### src/rtl/tluh_wide_to_narrow_bridge.sv
// Wide (128-bit) to narrow (32-bit) TL-UH downstream bridge.
// Splits one wide single-beat request into a narrow burst, gathers the
// narrow D beats back into a single wide D beat. One transaction in flight.

package wide_tilelink_defines;
    localparam int unsigned TL_AW   = 28;   // address width
    localparam int unsigned TL_DW   = 128;  // wide data width
    localparam int unsigned TL_DBW  = 16;   // wide byte-mask width
    localparam int unsigned TL_SZW  = 3;    // size field width
    localparam int unsigned TL_AIW  = 2;    // source id width
    localparam int unsigned TL_DIW  = 1;    // sink id width
endpackage

package tluh_wide;
    import wide_tilelink_defines::*;

    // A-channel opcodes
    localparam logic [2:0] A_PUT_FULL    = 3'd0;
    localparam logic [2:0] A_PUT_PARTIAL = 3'd1;
    localparam logic [2:0] A_ARITH       = 3'd2;
    localparam logic [2:0] A_LOGICAL     = 3'd3;
    localparam logic [2:0] A_GET         = 3'd4;
    localparam logic [2:0] A_INTENT      = 3'd5;

    // D-channel opcodes
    localparam logic [2:0] D_ACK         = 3'd0;
    localparam logic [2:0] D_ACK_DATA    = 3'd1;
    localparam logic [2:0] D_HINT_ACK    = 3'd2;

    typedef struct packed {
        logic                a_valid;
        logic [2:0]          a_opcode;
        logic [2:0]          a_param;
        logic [TL_SZW-1:0]   a_size;
        logic [TL_AIW-1:0]   a_source;
        logic [TL_AW-1:0]    a_address;
        logic [TL_DBW-1:0]   a_mask;
        logic [TL_DW-1:0]    a_data;
        logic                a_corrupt;
        logic                d_ready;
    } tluh_m2s;

    typedef struct packed {
        logic                a_ready;
        logic                d_valid;
        logic [2:0]          d_opcode;
        logic [1:0]          d_param;
        logic [TL_SZW-1:0]   d_size;
        logic [TL_AIW-1:0]   d_source;
        logic [TL_DIW-1:0]   d_sink;
        logic                d_denied;
        logic [TL_DW-1:0]    d_data;
        logic                d_corrupt;
    } tluh_s2m;
endpackage

module tluh_wide_to_narrow_bridge #(
    parameter int unsigned NDW    = 32,
    parameter int unsigned NSINKW = wide_tilelink_defines::TL_DIW
) (
    input  logic                 tilelink_clock_i,
    input  logic                 tilelink_reset_ni,
    input  tluh_wide::tluh_m2s   w_m2s_i,
    output tluh_wide::tluh_s2m   w_s2m_o,
    output logic [2:0]           n_a_opcode_o,
    output logic [2:0]           n_a_param_o,
    output logic [2:0]           n_a_size_o,
    output logic [1:0]           n_a_source_o,
    output logic [27:0]          n_a_address_o,
    output logic [NDW/8-1:0]     n_a_mask_o,
    output logic [NDW-1:0]       n_a_data_o,
    output logic                 n_a_corrupt_o,
    output logic                 n_a_valid_o,
    input  logic                 n_a_ready_i,
    input  logic [2:0]           n_d_opcode_i,
    input  logic [1:0]           n_d_param_i,
    input  logic [2:0]           n_d_size_i,
    input  logic [1:0]           n_d_source_i,
    input  logic [NSINKW-1:0]    n_d_sink_i,
    input  logic                 n_d_denied_i,
    input  logic [NDW-1:0]       n_d_data_i,
    input  logic                 n_d_corrupt_i,
    input  logic                 n_d_valid_i,
    output logic                 n_d_ready_o
);
    import tluh_wide::*;

    typedef enum logic [1:0] {
        IDLE    = 2'd0,
        SEND    = 2'd1,
        COLLECT = 2'd2,
        RESP    = 2'd3
    } state_e;

    state_e        state_q, state_d;

    // captured request
    logic [2:0]    opcode_q,  opcode_d;
    logic [2:0]    param_q,   param_d;
    logic [2:0]    size_q,    size_d;
    logic [1:0]    source_q,  source_d;
    logic [27:0]   address_q, address_d;
    logic [15:0]   mask_q,    mask_d;
    logic [127:0]  data_q,    data_d;
    logic          corrupt_q, corrupt_d;

    // burst bookkeeping
    logic [1:0]    start_lane_q, start_lane_d;
    logic [2:0]    nbeats_q,     nbeats_d;
    logic [2:0]    abeats_q,     abeats_d;
    logic [2:0]    acnt_q,       acnt_d;
    logic [2:0]    dcnt_q,       dcnt_d;
    logic          a_started_q,  a_started_d;
    logic          d_done_q,     d_done_d;

    // response accumulation
    logic [2:0]    rsp_opcode_q,  rsp_opcode_d;
    logic [1:0]    rsp_param_q,   rsp_param_d;
    logic [NSINKW-1:0] rsp_sink_q, rsp_sink_d;
    logic          rsp_denied_q,  rsp_denied_d;
    logic          rsp_corrupt_q, rsp_corrupt_d;
    logic [127:0]  rsp_data_q,    rsp_data_d;

    // request decode
    logic [2:0]    req_nbeats;
    logic [1:0]    req_lane;
    logic          req_unsupported;
    logic          req_single_a;
    logic [2:0]    req_err_opcode;

    // handshake helpers
    logic          a_rdy;
    logic          d_rdy;
    logic          a_fire;
    logic          a_last;
    logic          d_fire;
    logic          d_last;
    logic [1:0]    a_lane;
    logic [1:0]    d_lane;
    logic [2:0]    first_d_op;
    logic [2:0]    d_expect;

    // D size/source are implied by the single outstanding request
    logic          unused_d_fields;
    assign unused_d_fields = ^{n_d_size_i, n_d_source_i};

    // Decode beat count, start lane and error opcode of the incoming request
    always_comb begin
        req_nbeats      = 3'd1;
        req_lane        = w_m2s_i.a_address[3:2];
        req_unsupported = 1'b0;
        case (w_m2s_i.a_size)
            3'd0, 3'd1, 3'd2: begin
                req_nbeats = 3'd1;
                req_lane   = w_m2s_i.a_address[3:2];
            end
            3'd3: begin
                req_nbeats = 3'd2;
                req_lane   = {w_m2s_i.a_address[3], 1'b0};
            end
            3'd4: begin
                req_nbeats = 3'd4;
                req_lane   = 2'd0;
            end
            default: begin
                req_nbeats      = 3'd1;
                req_lane        = 2'd0;
                req_unsupported = 1'b1;
            end
        endcase
        req_single_a = (w_m2s_i.a_opcode == A_GET) || (w_m2s_i.a_opcode == A_INTENT);
        case (w_m2s_i.a_opcode)
            A_GET, A_ARITH, A_LOGICAL: req_err_opcode = D_ACK_DATA;
            A_INTENT:                  req_err_opcode = D_HINT_ACK;
            default:                   req_err_opcode = D_ACK;
        endcase
    end

    // Next-state, burst counters and response accumulation
    always_comb begin
        state_d       = state_q;
        opcode_d      = opcode_q;
        param_d       = param_q;
        size_d        = size_q;
        source_d      = source_q;
        address_d     = address_q;
        mask_d        = mask_q;
        data_d        = data_q;
        corrupt_d     = corrupt_q;
        start_lane_d  = start_lane_q;
        nbeats_d      = nbeats_q;
        abeats_d      = abeats_q;
        acnt_d        = acnt_q;
        dcnt_d        = dcnt_q;
        a_started_d   = a_started_q;
        d_done_d      = d_done_q;
        rsp_opcode_d  = rsp_opcode_q;
        rsp_param_d   = rsp_param_q;
        rsp_sink_d    = rsp_sink_q;
        rsp_denied_d  = rsp_denied_q;
        rsp_corrupt_d = rsp_corrupt_q;
        rsp_data_d    = rsp_data_q;

        a_rdy  = 1'b0;
        d_rdy  = 1'b0;
        a_fire = 1'b0;
        a_last = 1'b0;
        d_fire = 1'b0;
        d_last = 1'b0;
        a_lane = start_lane_q + acnt_q[1:0];
        d_lane = start_lane_q + dcnt_q[1:0];

        // The first D beat decides how many beats follow
        first_d_op = (dcnt_q == 3'd0) ? n_d_opcode_i : rsp_opcode_q;
        d_expect   = (first_d_op == D_ACK_DATA) ? nbeats_q : 3'd1;

        case (state_q)
            IDLE: begin
                a_rdy = tilelink_reset_ni;
                if (w_m2s_i.a_valid) begin
                    opcode_d      = w_m2s_i.a_opcode;
                    param_d       = w_m2s_i.a_param;
                    size_d        = w_m2s_i.a_size;
                    source_d      = w_m2s_i.a_source;
                    address_d     = w_m2s_i.a_address;
                    mask_d        = w_m2s_i.a_mask;
                    data_d        = w_m2s_i.a_data;
                    corrupt_d     = w_m2s_i.a_corrupt;
                    start_lane_d  = req_lane;
                    nbeats_d      = req_nbeats;
                    abeats_d      = req_single_a ? 3'd1 : req_nbeats;
                    acnt_d        = '0;
                    dcnt_d        = '0;
                    a_started_d   = 1'b0;
                    d_done_d      = 1'b0;
                    rsp_param_d   = '0;
                    rsp_sink_d    = '0;
                    rsp_data_d    = '0;
                    if (req_unsupported) begin
                        rsp_opcode_d  = req_err_opcode;
                        rsp_denied_d  = 1'b1;
                        rsp_corrupt_d = (req_err_opcode == D_ACK_DATA);
                        state_d       = RESP;
                    end else begin
                        rsp_opcode_d  = '0;
                        rsp_denied_d  = 1'b0;
                        rsp_corrupt_d = 1'b0;
                        state_d       = SEND;
                    end
                end
            end
            SEND: begin
                d_rdy  = a_started_q & ~d_done_q;
                a_fire = n_a_ready_i;
                a_last = a_fire && ((acnt_q + 3'd1) == abeats_q);
            end
            COLLECT: begin
                d_rdy = ~d_done_q;
            end
            RESP: begin
                if (w_m2s_i.d_ready) begin
                    state_d = IDLE;
                end
            end
            default: state_d = IDLE;
        endcase

        if (a_fire) begin
            acnt_d      = acnt_q + 3'd1;
            a_started_d = 1'b1;
        end

        d_fire = d_rdy & n_d_valid_i;
        if (d_fire) begin
            rsp_data_d[{d_lane, 5'd0} +: 32] = n_d_data_i;
            rsp_denied_d  = rsp_denied_q  | n_d_denied_i;
            rsp_corrupt_d = rsp_corrupt_q | n_d_corrupt_i;
            if (dcnt_q == 3'd0) begin
                rsp_opcode_d = n_d_opcode_i;
                rsp_param_d  = n_d_param_i;
                rsp_sink_d   = n_d_sink_i;
            end
            dcnt_d = dcnt_q + 3'd1;
            d_last = ((dcnt_q + 3'd1) == d_expect);
            if (d_last) begin
                d_done_d = 1'b1;
            end
        end

        // A and D completion may land in either order or in the same cycle
        if ((state_q == SEND) && a_last) begin
            state_d = (d_done_q || d_last) ? RESP : COLLECT;
        end
        if ((state_q == COLLECT) && d_last) begin
            state_d = RESP;
        end
    end

    // Drive narrow A, narrow D ready and the wide response from registered state
    always_comb begin
        n_a_opcode_o  = '0;
        n_a_param_o   = '0;
        n_a_size_o    = '0;
        n_a_source_o  = '0;
        n_a_address_o = '0;
        n_a_mask_o    = '0;
        n_a_data_o    = '0;
        n_a_corrupt_o = 1'b0;
        n_a_valid_o   = 1'b0;
        n_d_ready_o   = d_rdy;
        w_s2m_o       = '0;
        w_s2m_o.a_ready = a_rdy;

        if (state_q == SEND) begin
            n_a_valid_o   = 1'b1;
            n_a_opcode_o  = opcode_q;
            n_a_param_o   = param_q;
            n_a_size_o    = size_q;
            n_a_source_o  = source_q;
            n_a_address_o = address_q;
            n_a_mask_o    = mask_q[{a_lane, 2'd0} +: 4];
            n_a_data_o    = data_q[{a_lane, 5'd0} +: 32];
            n_a_corrupt_o = corrupt_q;
        end

        if (state_q == RESP) begin
            w_s2m_o.d_valid   = 1'b1;
            w_s2m_o.d_opcode  = rsp_opcode_q;
            w_s2m_o.d_param   = rsp_param_q;
            w_s2m_o.d_size    = size_q;
            w_s2m_o.d_source  = source_q;
            w_s2m_o.d_sink    = rsp_sink_q;
            w_s2m_o.d_denied  = rsp_denied_q;
            w_s2m_o.d_data    = rsp_data_q;
            w_s2m_o.d_corrupt = rsp_corrupt_q;
        end
    end

    // State and datapath registers
    always_ff @(posedge tilelink_clock_i or negedge tilelink_reset_ni) begin
        if (!tilelink_reset_ni) begin
            state_q       <= IDLE;
            opcode_q      <= '0;
            param_q       <= '0;
            size_q        <= '0;
            source_q      <= '0;
            address_q     <= '0;
            mask_q        <= '0;
            data_q        <= '0;
            corrupt_q     <= 1'b0;
            start_lane_q  <= '0;
            nbeats_q      <= '0;
            abeats_q      <= '0;
            acnt_q        <= '0;
            dcnt_q        <= '0;
            a_started_q   <= 1'b0;
            d_done_q      <= 1'b0;
            rsp_opcode_q  <= '0;
            rsp_param_q   <= '0;
            rsp_sink_q    <= '0;
            rsp_denied_q  <= 1'b0;
            rsp_corrupt_q <= 1'b0;
            rsp_data_q    <= '0;
        end else begin
            state_q       <= state_d;
            opcode_q      <= opcode_d;
            param_q       <= param_d;
            size_q        <= size_d;
            source_q      <= source_d;
            address_q     <= address_d;
            mask_q        <= mask_d;
            data_q        <= data_d;
            corrupt_q     <= corrupt_d;
            start_lane_q  <= start_lane_d;
            nbeats_q      <= nbeats_d;
            abeats_q      <= abeats_d;
            acnt_q        <= acnt_d;
            dcnt_q        <= dcnt_d;
            a_started_q   <= a_started_d;
            d_done_q      <= d_done_d;
            rsp_opcode_q  <= rsp_opcode_d;
            rsp_param_q   <= rsp_param_d;
            rsp_sink_q    <= rsp_sink_d;
            rsp_denied_q  <= rsp_denied_d;
            rsp_corrupt_q <= rsp_corrupt_d;
            rsp_data_q    <= rsp_data_d;
        end
    end

endmodule

### config.mk
export PLATFORM = sky130hd
export DESIGN_NAME = tluh_wide_to_narrow_bridge
export DESIGN_NICKNAME = d
export VERILOG_FILES = /design/src/rtl/tluh_wide_to_narrow_bridge.sv
export SDC_FILE = /design/constraint.sdc
export NUM_CORES = 1
export LEC_CHECK = 0
export CORE_MARGIN = 2
export CORE_UTILIZATION = 42
export DETAILED_ROUTE_END_ITERATION = 7
export GPL_TIMING_DRIVEN = 0
export PLACE_DENSITY = 0.75
export SYNTH_ARGS = -nofsm -noshare
export SYNTH_HDL_FRONTEND = slang
export SYNTH_SLANG_ARGS = --single-unit
### constraint.sdc
create_clock -name tilelink_clock_i -period 2.6 [get_ports tilelink_clock_i]
set_clock_uncertainty 0.1 [all_clocks]
set_input_delay 0.52 -clock tilelink_clock_i [delete_from_list [all_inputs] [get_ports tilelink_clock_i]]
set_output_delay 0.52 -clock tilelink_clock_i [all_outputs]
set_load 0.01 [all_outputs]
* Word level (Yosys, flattened, before mapping) *
Index checks and enable logic that the tools add are counted.

storage, ports and cells
  bits of input ports = 235
  word-level logic and storage cells = 137
  output and inout port bits = 221
  register bits after elaboration = 338

cells by class
  shifts and indexed selects = 4
  $add $sub $neg = 5
  muxes and demuxes = 64
  reductions and logical operators = 20
  equal/unequal tests = 17
  bitwise logic cells = 5

operators with widths
  kind                                                    number
  2-to-1 mux 128 bit                                      3
  2-to-1 mux 142 bit                                      1
  bitwise mux 128 bit                                     1
  variable shift 32 x 9 -> 128 bit, first input constant  1
  indexed part select 128 x 8 -> 32 bit                   1
  indexed part select 32 x 9 -> 128 bit                   1
  2-to-1 mux 3 bit                                        15
  2-to-1 mux 32 bit                                       1
  2-to-1 mux 28 bit                                       1
  2-to-1 mux 1 bit                                        26
  2-to-1 mux 2 bit                                        10
  indexed part select 16 x 5 -> 4 bit                     1
  equality test 3 x 2 -> 1 bit, second input constant     4
  one-hot mux 2 bit (2 select lines)                      3
  equality test 3 x 1 -> 1 bit, second input constant     3
  equality test 3 bit, second input constant              3
  negation 7 -> 9 bit                                     1
  != test 4 bit, second input constant                    2
  nonzero test 2 bit                                      4
  adder 3 x 1 -> 3 bit, second input constant             2
  equality test 3 bit                                     2
  logical NOT 3 bit                                       2
  one-hot mux 3 bit (2 select lines)                      1
  AND reduction 2 bit                                     3
  other kinds (15)                                        23

* Longest topological paths before layout *
Gate-level depths: netlist of the first run.

  depth after elaboration = 10
  gate-level depth with buffers = 10
  depth with buffers taken out = 8

* Least setup slack after synthesis of the first run *
OpenSTA, ideal clock, no wires.

  path kind = register -> output
  start = reg acnt_q[0]
  end = out n_a_data_o[10]
  path slack = -0.162 ns
  cell stages (with the launch flop) = 6
  arrival = 2.142 ns
  required time = 1.980 ns
  buffers on the path = 2
  cells stage by stage = dfrtp_1 -> ha_1 -> buf_1 -> buf_2 -> mux4_2 -> and2_1

between the ends
  cells in the longest elaborated chain, start to end = 3

RTL lines
  what                                   RTL line  text
  start: declaration                     111       logic [2:0] acnt_q, acnt_d;
  start signal: assignment               377       acnt_q <= acnt_d;
  adder 2 bit                            210       a_lane = start_lane_q + acnt_q[1:0];
  indexed part select 128 x 8 -> 32 bit  322       n_a_data_o = data_q[{a_lane, 5'd0} +: 32];
  2-to-1 mux 32 bit                      314       if (state_q == SEND) begin
  end: declaration                       71        output logic [NDW-1:0] n_a_data_o,

No other way between the ends.

* Final worst setup path of the first run *
  start = reg acnt_q[0]
  end = out n_a_data_o[6]

Same word-level chain as after synthesis.

==> impl_metrics.env, run 1 <==
export IMPL_crit_family="buffers and inverters"
export IMPL_worstSetupStartpointType="flop"
export IMPL_finalSetupViolations=171
export IMPL_viasPerCell=5.326
export IMPL_final_area_mm2=0.02446
export IMPL_cts_htree_levels=2
export IMPL_p_leak_nw=12.00
export IMPL_m1WireLength_mm=23.28
export IMPL_grt_pass1_vias=14550
export IMPL_comb_power_share_pct=49.8
export IMPL_grt_use_total_pct=27.81
export IMPL_wl_met3_mm=4.413
export IMPL_cts_sinks=338
export IMPL_final_nets=2518
export IMPL_drive_gt1_share_pct=29.20
export IMPL_vias=14740
export IMPL_die_height_um=197.2
export IMPL_synth_main_ff_cell="dfrtp_1"
export IMPL_wire_per_inst_um=20.98
export IMPL_r2r_cells=10
export IMPL_required_ns=1.98
export IMPL_yosys_warnings=0
export IMPL_place_gp_congestion=0.9088
export IMPL_grt_pass1_wl_mm=82.67
export IMPL_ys_types=45
export IMPL_netSwitchingPower_mw=9.724
export IMPL_syn_to_final_growth_pct=55.96
export IMPL_grt_max_degree=124
export IMPL_cap_viol_max_count=0
export IMPL_r2r_setup_slack_ns=0.03
export IMPL_cts_tree="yes"
export IMPL_fmax_mhz=323.2
export IMPL_yosysMostFrequentCell="nand2_1"
export IMPL_slew_viol_final=0
export IMPL_yosysSeqAreaShare_pct=53.93
export IMPL_cp_slowest_cell="dfrtp_1"
export IMPL_dieArea_mm2=0.03890
export IMPL_slew_headroom_pct=55.60
export IMPL_rsz0062_at_grt="yes"
export IMPL_worstMarginPinSlew_ns=0.6660
export IMPL_p_int_mw=16.61
export IMPL_peakVddDrop_uv=620.8
export IMPL_hpwlAfterDp_mm=38.94
export IMPL_hold_viol=1
export IMPL_slowest_delay_ns=0.41
export IMPL_cp_arrival_ns=2.47
export IMPL_crit_chain="ha_4, xor2_4, xnor2_4, buf_12, buf_12, buf_4, mux4_2, and2_4, buf_4"
export IMPL_port_buffers=450
export IMPL_syn_area_per_cell_um2=9.369
export IMPL_start_util_pct=42.74
export IMPL_min_path_type="in2async"
export IMPL_cts_buffer_depth=3
export IMPL_outcome="complete, but fails checks"
export IMPL_antenna_found_initial=10
export IMPL_cp_end_kind="output port"
export IMPL_die_w_um=197.2
export IMPL_dp_slack_ns=-0.8053
export IMPL_cp_max_fo=8
export IMPL_coreArea_mm2=0.03670
export IMPL_clk_pin_slew_worst_paths_ns=0.06
export IMPL_dr_pass1_iters=5
export IMPL_violations="negative hold slack, negative setup slack"
export IMPL_final_antenna_net_count=0
export IMPL_synth_common_cells="nand2_1, dfrtp_1, and2_1"
export IMPL_cts_buffers=38
export IMPL_cp_num_buf_inv=4
export IMPL_fin_crit_sh_pct=119.0
export IMPL_ys_ff_latch=338
export IMPL_synth_fp_nets=1925
export IMPL_wl_mm=58.08
export IMPL_num_rows=70
export IMPL_p_seq_share_pct=30.3
export IMPL_drc=0
export IMPL_highest_layer="met5"
export IMPL_cts_root_buf="clkbuf_16"
export IMPL_async_reset_ff_share_pct=100.0
export IMPL_fin_ws_ns=-0.4938
export IMPL_synth_area_leaders="dfrtp_1, nand2_1, and2_1"
export IMPL_io_pins=456
export IMPL_reg2reg_to="rsp_data_q[91]"
export IMPL_p_sw_share_pct=36.93
export IMPL_criticalPathCategory="reg2out"
export IMPL_hold_ws_ns=-0.004106
export IMPL_postPlaceCellArea_mm2=0.02087
export IMPL_synth_edf_count=0
export IMPL_clock_latency_ns=0.53
export IMPL_period_minus_slack_ns=3.094
export IMPL_r2r_start="state_q[0]"
export IMPL_route_met2_wl_mm=27.76
export IMPL_syn_area_mm2=0.01568
export IMPL_overflow=0
export IMPL_synthCells=1674
export IMPL_yosysTopAreaCell="dfrtp_1"
export IMPL_pwr_density_cell_mw_per_mm2=1076
export IMPL_synth_top_area_share_pct=53.93
export IMPL_drt_iter0_drc=1014
export IMPL_pwr_share_clk_pct=19.9
[layer usage]
layer | GRT usage [%] | vias up
met5 | 0 | -
met4 | 12.92 | 2
met3 | 5.976 | 137
met2 | 45.11 | 676
met1 | 35.80 | 7280
li1 | - | 6646
[worst max-delay path by stage]
| stage | startpoint | end | slack [ns] | cells past startpoint |
|---|---|---|---|---|
| 3_5_place_dp | acnt_q[0] | n_a_data_o[5] | -0.81 | 7 |
| 2_1_floorplan | acnt_q[0] | n_a_data_o[10] | 0.05 | 5 |
| 3_3_place_gp | tilelink_reset_ni | rsp_data_q[107] | -13.67 | 1 |
| 4_1_cts | start_lane_q[0] | n_a_data_o[28] | -0.57 | 8 |
| 5_1_grt | acnt_q[0] | n_a_data_o[13] | -0.56 | 9 |
| 6_report | acnt_q[0] | n_a_data_o[6] | -0.49 | 9 |
[worst register-to-register path, cell delays in order (launching register included)]
cell and delay (ns):
dfrtp_2 0.44, buf_6 0.14, ha_4 0.18, buf_4 0.16, a21oi_4 0.21, nor4bb_4 0.08
buf_4 0.17, buf_4 0.13, nand2_2 0.20, clkbuf_1 0.43, o21ai_0 0.18
[what timing repair did]
item                       4_1_cts  5_1_grt
hold buffers                     2        3
hold endpoints to repair        62       52
resized for setup              688      773
gates cloned                     5       20
pin swaps                        8       85
buffers inserted                30       48
setup endpoints to repair      550      375
[cell usage in the layout (no fill, tap or decap), drive strengths merged, types with 3 or more instances in the layout]
cell / count
a21oi: 11
a22o: 66
and2: 219
buf: 314
bufbuf: 4
clkbuf: 164
clkdlybuf4s15: 9
clkdlybuf4s50: 228
clkinv: 6
dfrtp: 338
diode: 9
ha: 16
inv: 14
mux2i: 3
mux4: 36
nand2: 651
nand3: 69
nor2: 9
nor2b: 4
nor3b: 4
o21a: 4
o21ai: 79
xnor2: 4
xor2: 5
[logic make-up after synthesis]
kind of cell | Yosys count | share of synthesized area (%)
AND/OR/NAND/NOR | 974 | 28.13
flip-flops | 338 | 53.93
AO/OA/AOI/OAI | 169 | 7.228
buffers and inverters | 129 | 3.574
multiplexers | 39 | 5.361
adder cells (fa/ha/maj) | 16 | 1.276
XOR/XNOR | 9 | 0.5026
[registers in the layout, summed over array words and instances, names as in the netlist, 2 cells and up]
signal,count
abeats_q,3
acnt_q,3
address_q,28
data_q,128
dcnt_q,3
mask_q,16
nbeats_q,3
opcode_q,3
param_q,3
rsp_data_q,128
rsp_opcode_q,3
rsp_param_q,2
size_q,3
source_q,2
start_lane_q,2
state_q,2
[cell type report]
type,instances,area [um2]
well taps,468,585.6
repair buffers,556,5912
inverters,12,47.55
multi-input cells,1207,7274
clock buffers,54,1101
diodes,9,22.52
fillers,2796,12240
plain buffers,114,960.9
flip-flops and latches,338,8461
clock inverters,10,96.34
[through the flow]
stage,total power [mW],utilization [%],instances,setup TNS (ns)
after floorplan,13.54,-,1674,0
after global placement,17.05,56.63,2592,-4816.62
after detailed placement,17.38,56.87,2595,-217.16
after CTS,23.98,61.95,2695,-44.79
after global routing,27.80,66.66,2768,-41.28
final,26.33,66.66,2768,-31.79
[power by group through the flow]
stage / logic (mW) / clock network (mW) / registers [mW]
6_report: 13.1 / 5.24 / 7.97
5_1_grt: 14.1 / 5.52 / 8.13
4_1_cts: 10.8 / 5.32 / 7.89
3_5_place_dp: 9.43 / 0 / 7.95
3_3_place_gp: 9.16 / 0 / 7.88
2_1_floorplan: 5.92 / 0 / 7.61
Note: power is estimated with default switching activity, not from simulation.
==> run 2: changes to the inputs <==
SLEW_MARGIN = 20   (was default)
==> impl_metrics.env, run 2 (synthesis results as in run 1) <==
export IMPL_num_rows=70
export IMPL_cp_max_fo=7
export IMPL_vias=14810
export IMPL_overflow=0
export IMPL_reg2reg_to="rsp_data_q[31]"
export IMPL_drive_gt1_share_pct=29.65
export IMPL_cap_viol_max_count=0
export IMPL_r2r_cells=12
export IMPL_start_util_pct=42.74
export IMPL_drc=0
export IMPL_place_gp_congestion=0.9088
export IMPL_hold_ws_ns=0.1124
export IMPL_cts_sinks=338
export IMPL_io_pins=456
export IMPL_grt_pass1_wl_mm=84.80
export IMPL_cp_end_kind="output port"
export IMPL_criticalPathCategory="reg2out"
export IMPL_peakVddDrop_uv=657.6
export IMPL_die_height_um=197.2
export IMPL_r2r_setup_slack_ns=-0.11
export IMPL_wire_per_inst_um=21.39
export IMPL_place_inst=2595
export IMPL_cts_htree_levels=2
export IMPL_wl_mm=59.43
export IMPL_largest_registers="data_q (128), rsp_data_q (128), address_q (28)"
export IMPL_required_ns=1.98
export IMPL_outcome="complete, but fails checks"
export IMPL_coreArea_mm2=0.03670
export IMPL_cts_buffers=39
export IMPL_dr_pass1_iters=5
export IMPL_p_leak_nw=12.13
export IMPL_worstMarginPinSlew_ns=0.8721
export IMPL_final_cell_count_no_fill=2778
export IMPL_clk_pin_slew_worst_paths_ns=0.06
export IMPL_clock_latency_ns=0.52
export IMPL_drt_iter0_drc=1000
export IMPL_hold_viol=0
export IMPL_final_antenna_net_count=0
export IMPL_die_w_um=197.2
export IMPL_final_common_cell="nand2_1"
export IMPL_fmax_mhz=328.9
export IMPL_r2r_start="start_lane_q[0]"
export IMPL_pwr_density_cell_mw_per_mm2=1111
export IMPL_grt_max_degree=102
export IMPL_hpwlAfterDp_mm=38.99
export IMPL_antenna_found_initial=12
export IMPL_fin_crit_sh_pct=116.9
export IMPL_finalSetupViolations=278
export IMPL_slew_viol_final=0
export IMPL_dieArea_mm2=0.03890
export IMPL_min_path_type="in2async"
export IMPL_viasPerCell=5.330
export IMPL_cp_arrival_ns=2.42
export IMPL_mostFrequentLayoutCells="nand2_1, dfrtp_1, clkdlybuf4s50_1"
export IMPL_cts_buffer_depth=3
export IMPL_port_buffers=450
export IMPL_violations="negative setup slack"
export IMPL_grt_pass1_vias=14870
export IMPL_syn_to_final_growth_pct=57.66
export IMPL_grt_use_total_pct=28.39
export IMPL_period_minus_slack_ns=3.040
export IMPL_rsz0062_at_grt="yes"
export IMPL_slew_headroom_pct=41.67
export IMPL_fin_ws_ns=-0.4400
export IMPL_final_nets=2517
export IMPL_cts_tree="yes"
export IMPL_worstSetupStartpointType="flop"
export IMPL_cts_root_buf="clkbuf_16"
==> run 2: how the worst max path moves through the flow <==
stage / from / endpoint / slack [ns]
6_report: start_lane_q[0] / n_a_data_o[24] / -0.44
5_1_grt: start_lane_q[0] / n_a_data_o[28] / -0.51
4_1_cts: start_lane_q[0] / n_a_data_o[11] / -0.55
3_5_place_dp: acnt_q[0] / n_a_data_o[5] / -0.80
3_3_place_gp: tilelink_reset_ni / rsp_data_q[107] / -13.67
2_1_floorplan: acnt_q[0] / n_a_data_o[10] / 0.05
==> run 2: area by class of cell <==
class / count / area (um2)
buffer: 112 / 970.9
antenna: 13 / 32.53
clock buffer: 48 / 1060
multi-input combinational: 1207 / 7253
clock inverter: 24 / 392.9
inverter: 12 / 50.05
sequential: 338 / 8461
timing repair buffer: 556 / 5922
tap: 468 / 585.6
fill: 2703 / 11970
==> run 2: timing repair <==
item | CTS | global route
buffers inserted | 31 | 40
resized for setup | 780 | 735
gates cloned | 11 | 23
setup endpoints to repair | 548 | 366
pin swaps | 9 | 79
hold endpoints to repair | 85 | 32
hold buffers | 1 | 2
==> run 2: routing by layer <==
metal | up-vias | GRT usage [%] | wire length [um]
met1 | 7325 | 37.17 | 23850
met4 | 2 | 13.48 | 2838
met5 | - | 0 | 13
met2 | 678 | 45.87 | 28400
li1 | 6645 | - | -
met3 | 158 | 5.225 | 4337
==> run 2: where the power goes <==
| group | leakage [nW] | internal [mW] | switching (mW) | total [mW] |
|---|---|---|---|---|
| logic | 7.02 | 6.63 | 6.62 | 13.2 |
| clock network | 0.709 | 3.91 | 2.31 | 6.23 |
| registers | 4.41 | 6.94 | 1.04 | 7.99 |
==> run 2: per-stage QoR <==
stage	worst slack (ns)	TNS, ns	instance area [um2]	util, %	power, mW
after floorplan	0.05220	0	15690	-	13.54
after global placement	-13.67	-4816.62	20780	56.63	17.05
after detailed placement	-0.7971	-213.48	20870	56.87	17.37
after CTS	-0.5458	-47.57	23090	62.92	25.46
after global routing	-0.5092	-54.75	24730	67.37	28.93
final	-0.4400	-35.73	24730	67.38	27.46
==> run 2: critical path: stages, from the launching register on <==
cell,delay (ns)
dfrtp_1,0.42
ha_4,0.19
xor2_4,0.16
xnor2_4,0.18
buf_12,0.18
buf_6,0.14
mux4_2,0.30
and2_1,0.17
buf_2,0.13
==> run 3: changes to the inputs <==
CORE_MARGIN = 3   (was 2)
==> impl_metrics.env, run 3 (synthesis results as in run 1) <==
export IMPL_pwr_density_cell_mw_per_mm2=1074
export IMPL_cp_max_fo=8
export IMPL_grt_max_degree=80
export IMPL_grt_pass1_vias=14870
export IMPL_grt_pass1_wl_mm=83.44
export IMPL_drt_iter0_drc=853
export IMPL_largest_registers="data_q (128), rsp_data_q (128), address_q (28)"
export IMPL_die_height_um=199.2
export IMPL_viasPerCell=5.363
export IMPL_fin_ws_ns=-0.4170
export IMPL_rsz0062_at_grt="yes"
export IMPL_syn_to_final_growth_pct=52.29
export IMPL_wl_mm=56.37
export IMPL_cts_tree="yes"
export IMPL_num_rows=70
export IMPL_coreArea_mm2=0.03670
export IMPL_dieArea_mm2=0.03970
export IMPL_drc=0
export IMPL_io_pins=456
export IMPL_power_mw=25.65
export IMPL_die_w_um=199.2
export IMPL_fin_util_pct=65.09
export IMPL_start_util_pct=42.74
export IMPL_overflow=0
export IMPL_dp_slack_ns=-0.8010
export IMPL_vias=14590
export IMPL_final_antenna_net_count=0
export IMPL_place_gp_congestion=0.8963
export IMPL_min_path_type="reg2reg"
export IMPL_antenna_found_initial=9
export IMPL_cts_htree_levels=2
export IMPL_cp_arrival_ns=2.40
export IMPL_outcome="complete, but fails checks"
export IMPL_p_leak_nw=11.77
export IMPL_slew_headroom_pct=56.77
export IMPL_cap_viol_max_count=0
export IMPL_fill_cells=2899
export IMPL_final_common_cell="nand2_1"
export IMPL_wire_per_inst_um=20.72
export IMPL_slew_viol_final=0
export IMPL_clock_latency_ns=0.52
export IMPL_worstSetupStartpointType="flop"
export IMPL_hold_viol=0
export IMPL_cp_end_kind="output port"
export IMPL_port_buffers=450
export IMPL_cts_buffer_depth=3
export IMPL_violations="negative setup slack"
export IMPL_cts_root_buf="clkbuf_16"
export IMPL_fmax_mhz=331.5
export IMPL_grt_use_total_pct=26.91
export IMPL_hold_ws_ns=0.3674
export IMPL_finalSetupViolations=152
export IMPL_mostFrequentLayoutCells="nand2_1, dfrtp_1, clkdlybuf4s50_1"
export IMPL_clk_pin_slew_worst_paths_ns=0.06
export IMPL_cts_sinks=338
export IMPL_hpwlAfterDp_mm=39.78
export IMPL_fin_crit_sh_pct=116.0
export IMPL_drive_gt1_share_pct=27.50
export IMPL_peakVddDrop_uv=593.9
export IMPL_required_ns=1.98
export IMPL_period_minus_slack_ns=3.017
export IMPL_worstMarginPinSlew_ns=0.6484
export IMPL_criticalPathCategory="reg2out"
export IMPL_tns_ns=-23.12
export IMPL_dr_pass1_iters=5
export IMPL_cts_buffers=38
export IMPL_final_nets=2473
==> run 3: final timing paths <==
kind                       slack, ns               to         startpoint  cells past startpoint
max                            -0.42   n_a_data_o[29]    start_lane_q[0]                      8
min                             0.37     address_q[6]       address_q[6]                      2
max reg2reg                    -0.05   rsp_data_q[77]    start_lane_q[0]                     13
min reg2reg                     0.37     address_q[6]       address_q[6]                      2
max in group asynchronous       0.59  start_lane_q[0]  tilelink_reset_ni                      5
min in group asynchronous       0.80   rsp_data_q[43]  tilelink_reset_ni                      3
==> run 3: routing by layer <==
layer  GRT usage (%)  routed length (um)  up-vias
li1                -                   -     6543
met1           35.52               22690     7246
met2           44.06               26980      646
met3           5.598                4360      159
met4           10.23                2331        0
met5               0                   0        -
==> run 3: through the flow <==
step	cells	cell area (um2)
floorplan	1674	15690
global placement	2592	20780
detailed placement	2596	20900
CTS	2685	22770
global route	2721	23890
finish	2721	23890
==> run 3: power by group <==
group          internal, mW  switching (mW)
registers              6.94           0.991
clock network          3.36            2.17
logic                  5.96            6.23
total                  16.3            9.39
==> run 3: final cells by class <==
type,count,area (um2),area share (%)
clock inverter,16,211.5,0.8853
timing repair buffer,513,5344,22.37
multi-input combinational,1207,7232,30.28
inverter,12,50.05,0.2095
antenna,9,22.52,0.09429
buffer,112,927.1,3.882
sequential,338,8461,35.42
tap,468,585.6,2.452
clock buffer,46,1052,4.405
==> run 3: repair_timing <==
| action | CTS | global route |
|---|---|---|
| setup endpoints to repair | 548 | 414 |
| setup buffers | 21 | 20 |
| gates resized for setup | 807 | 586 |
| hold buffers | 2 | 1 |
| cloned | 4 | 16 |
| hold endpoints to repair | 65 | 219 |
| pin swaps | 9 | 88 |
==> run 3: critical path, cell delays in order (launching register included) <==
cell and delay (ns):
dfrtp_2 0.44, ha_4 0.19, xor2_4 0.18, xnor2_4 0.14, buf_12 0.18, buf_12 0.12, mux4_2 0.33, and2_4 0.16
buf_6 0.11
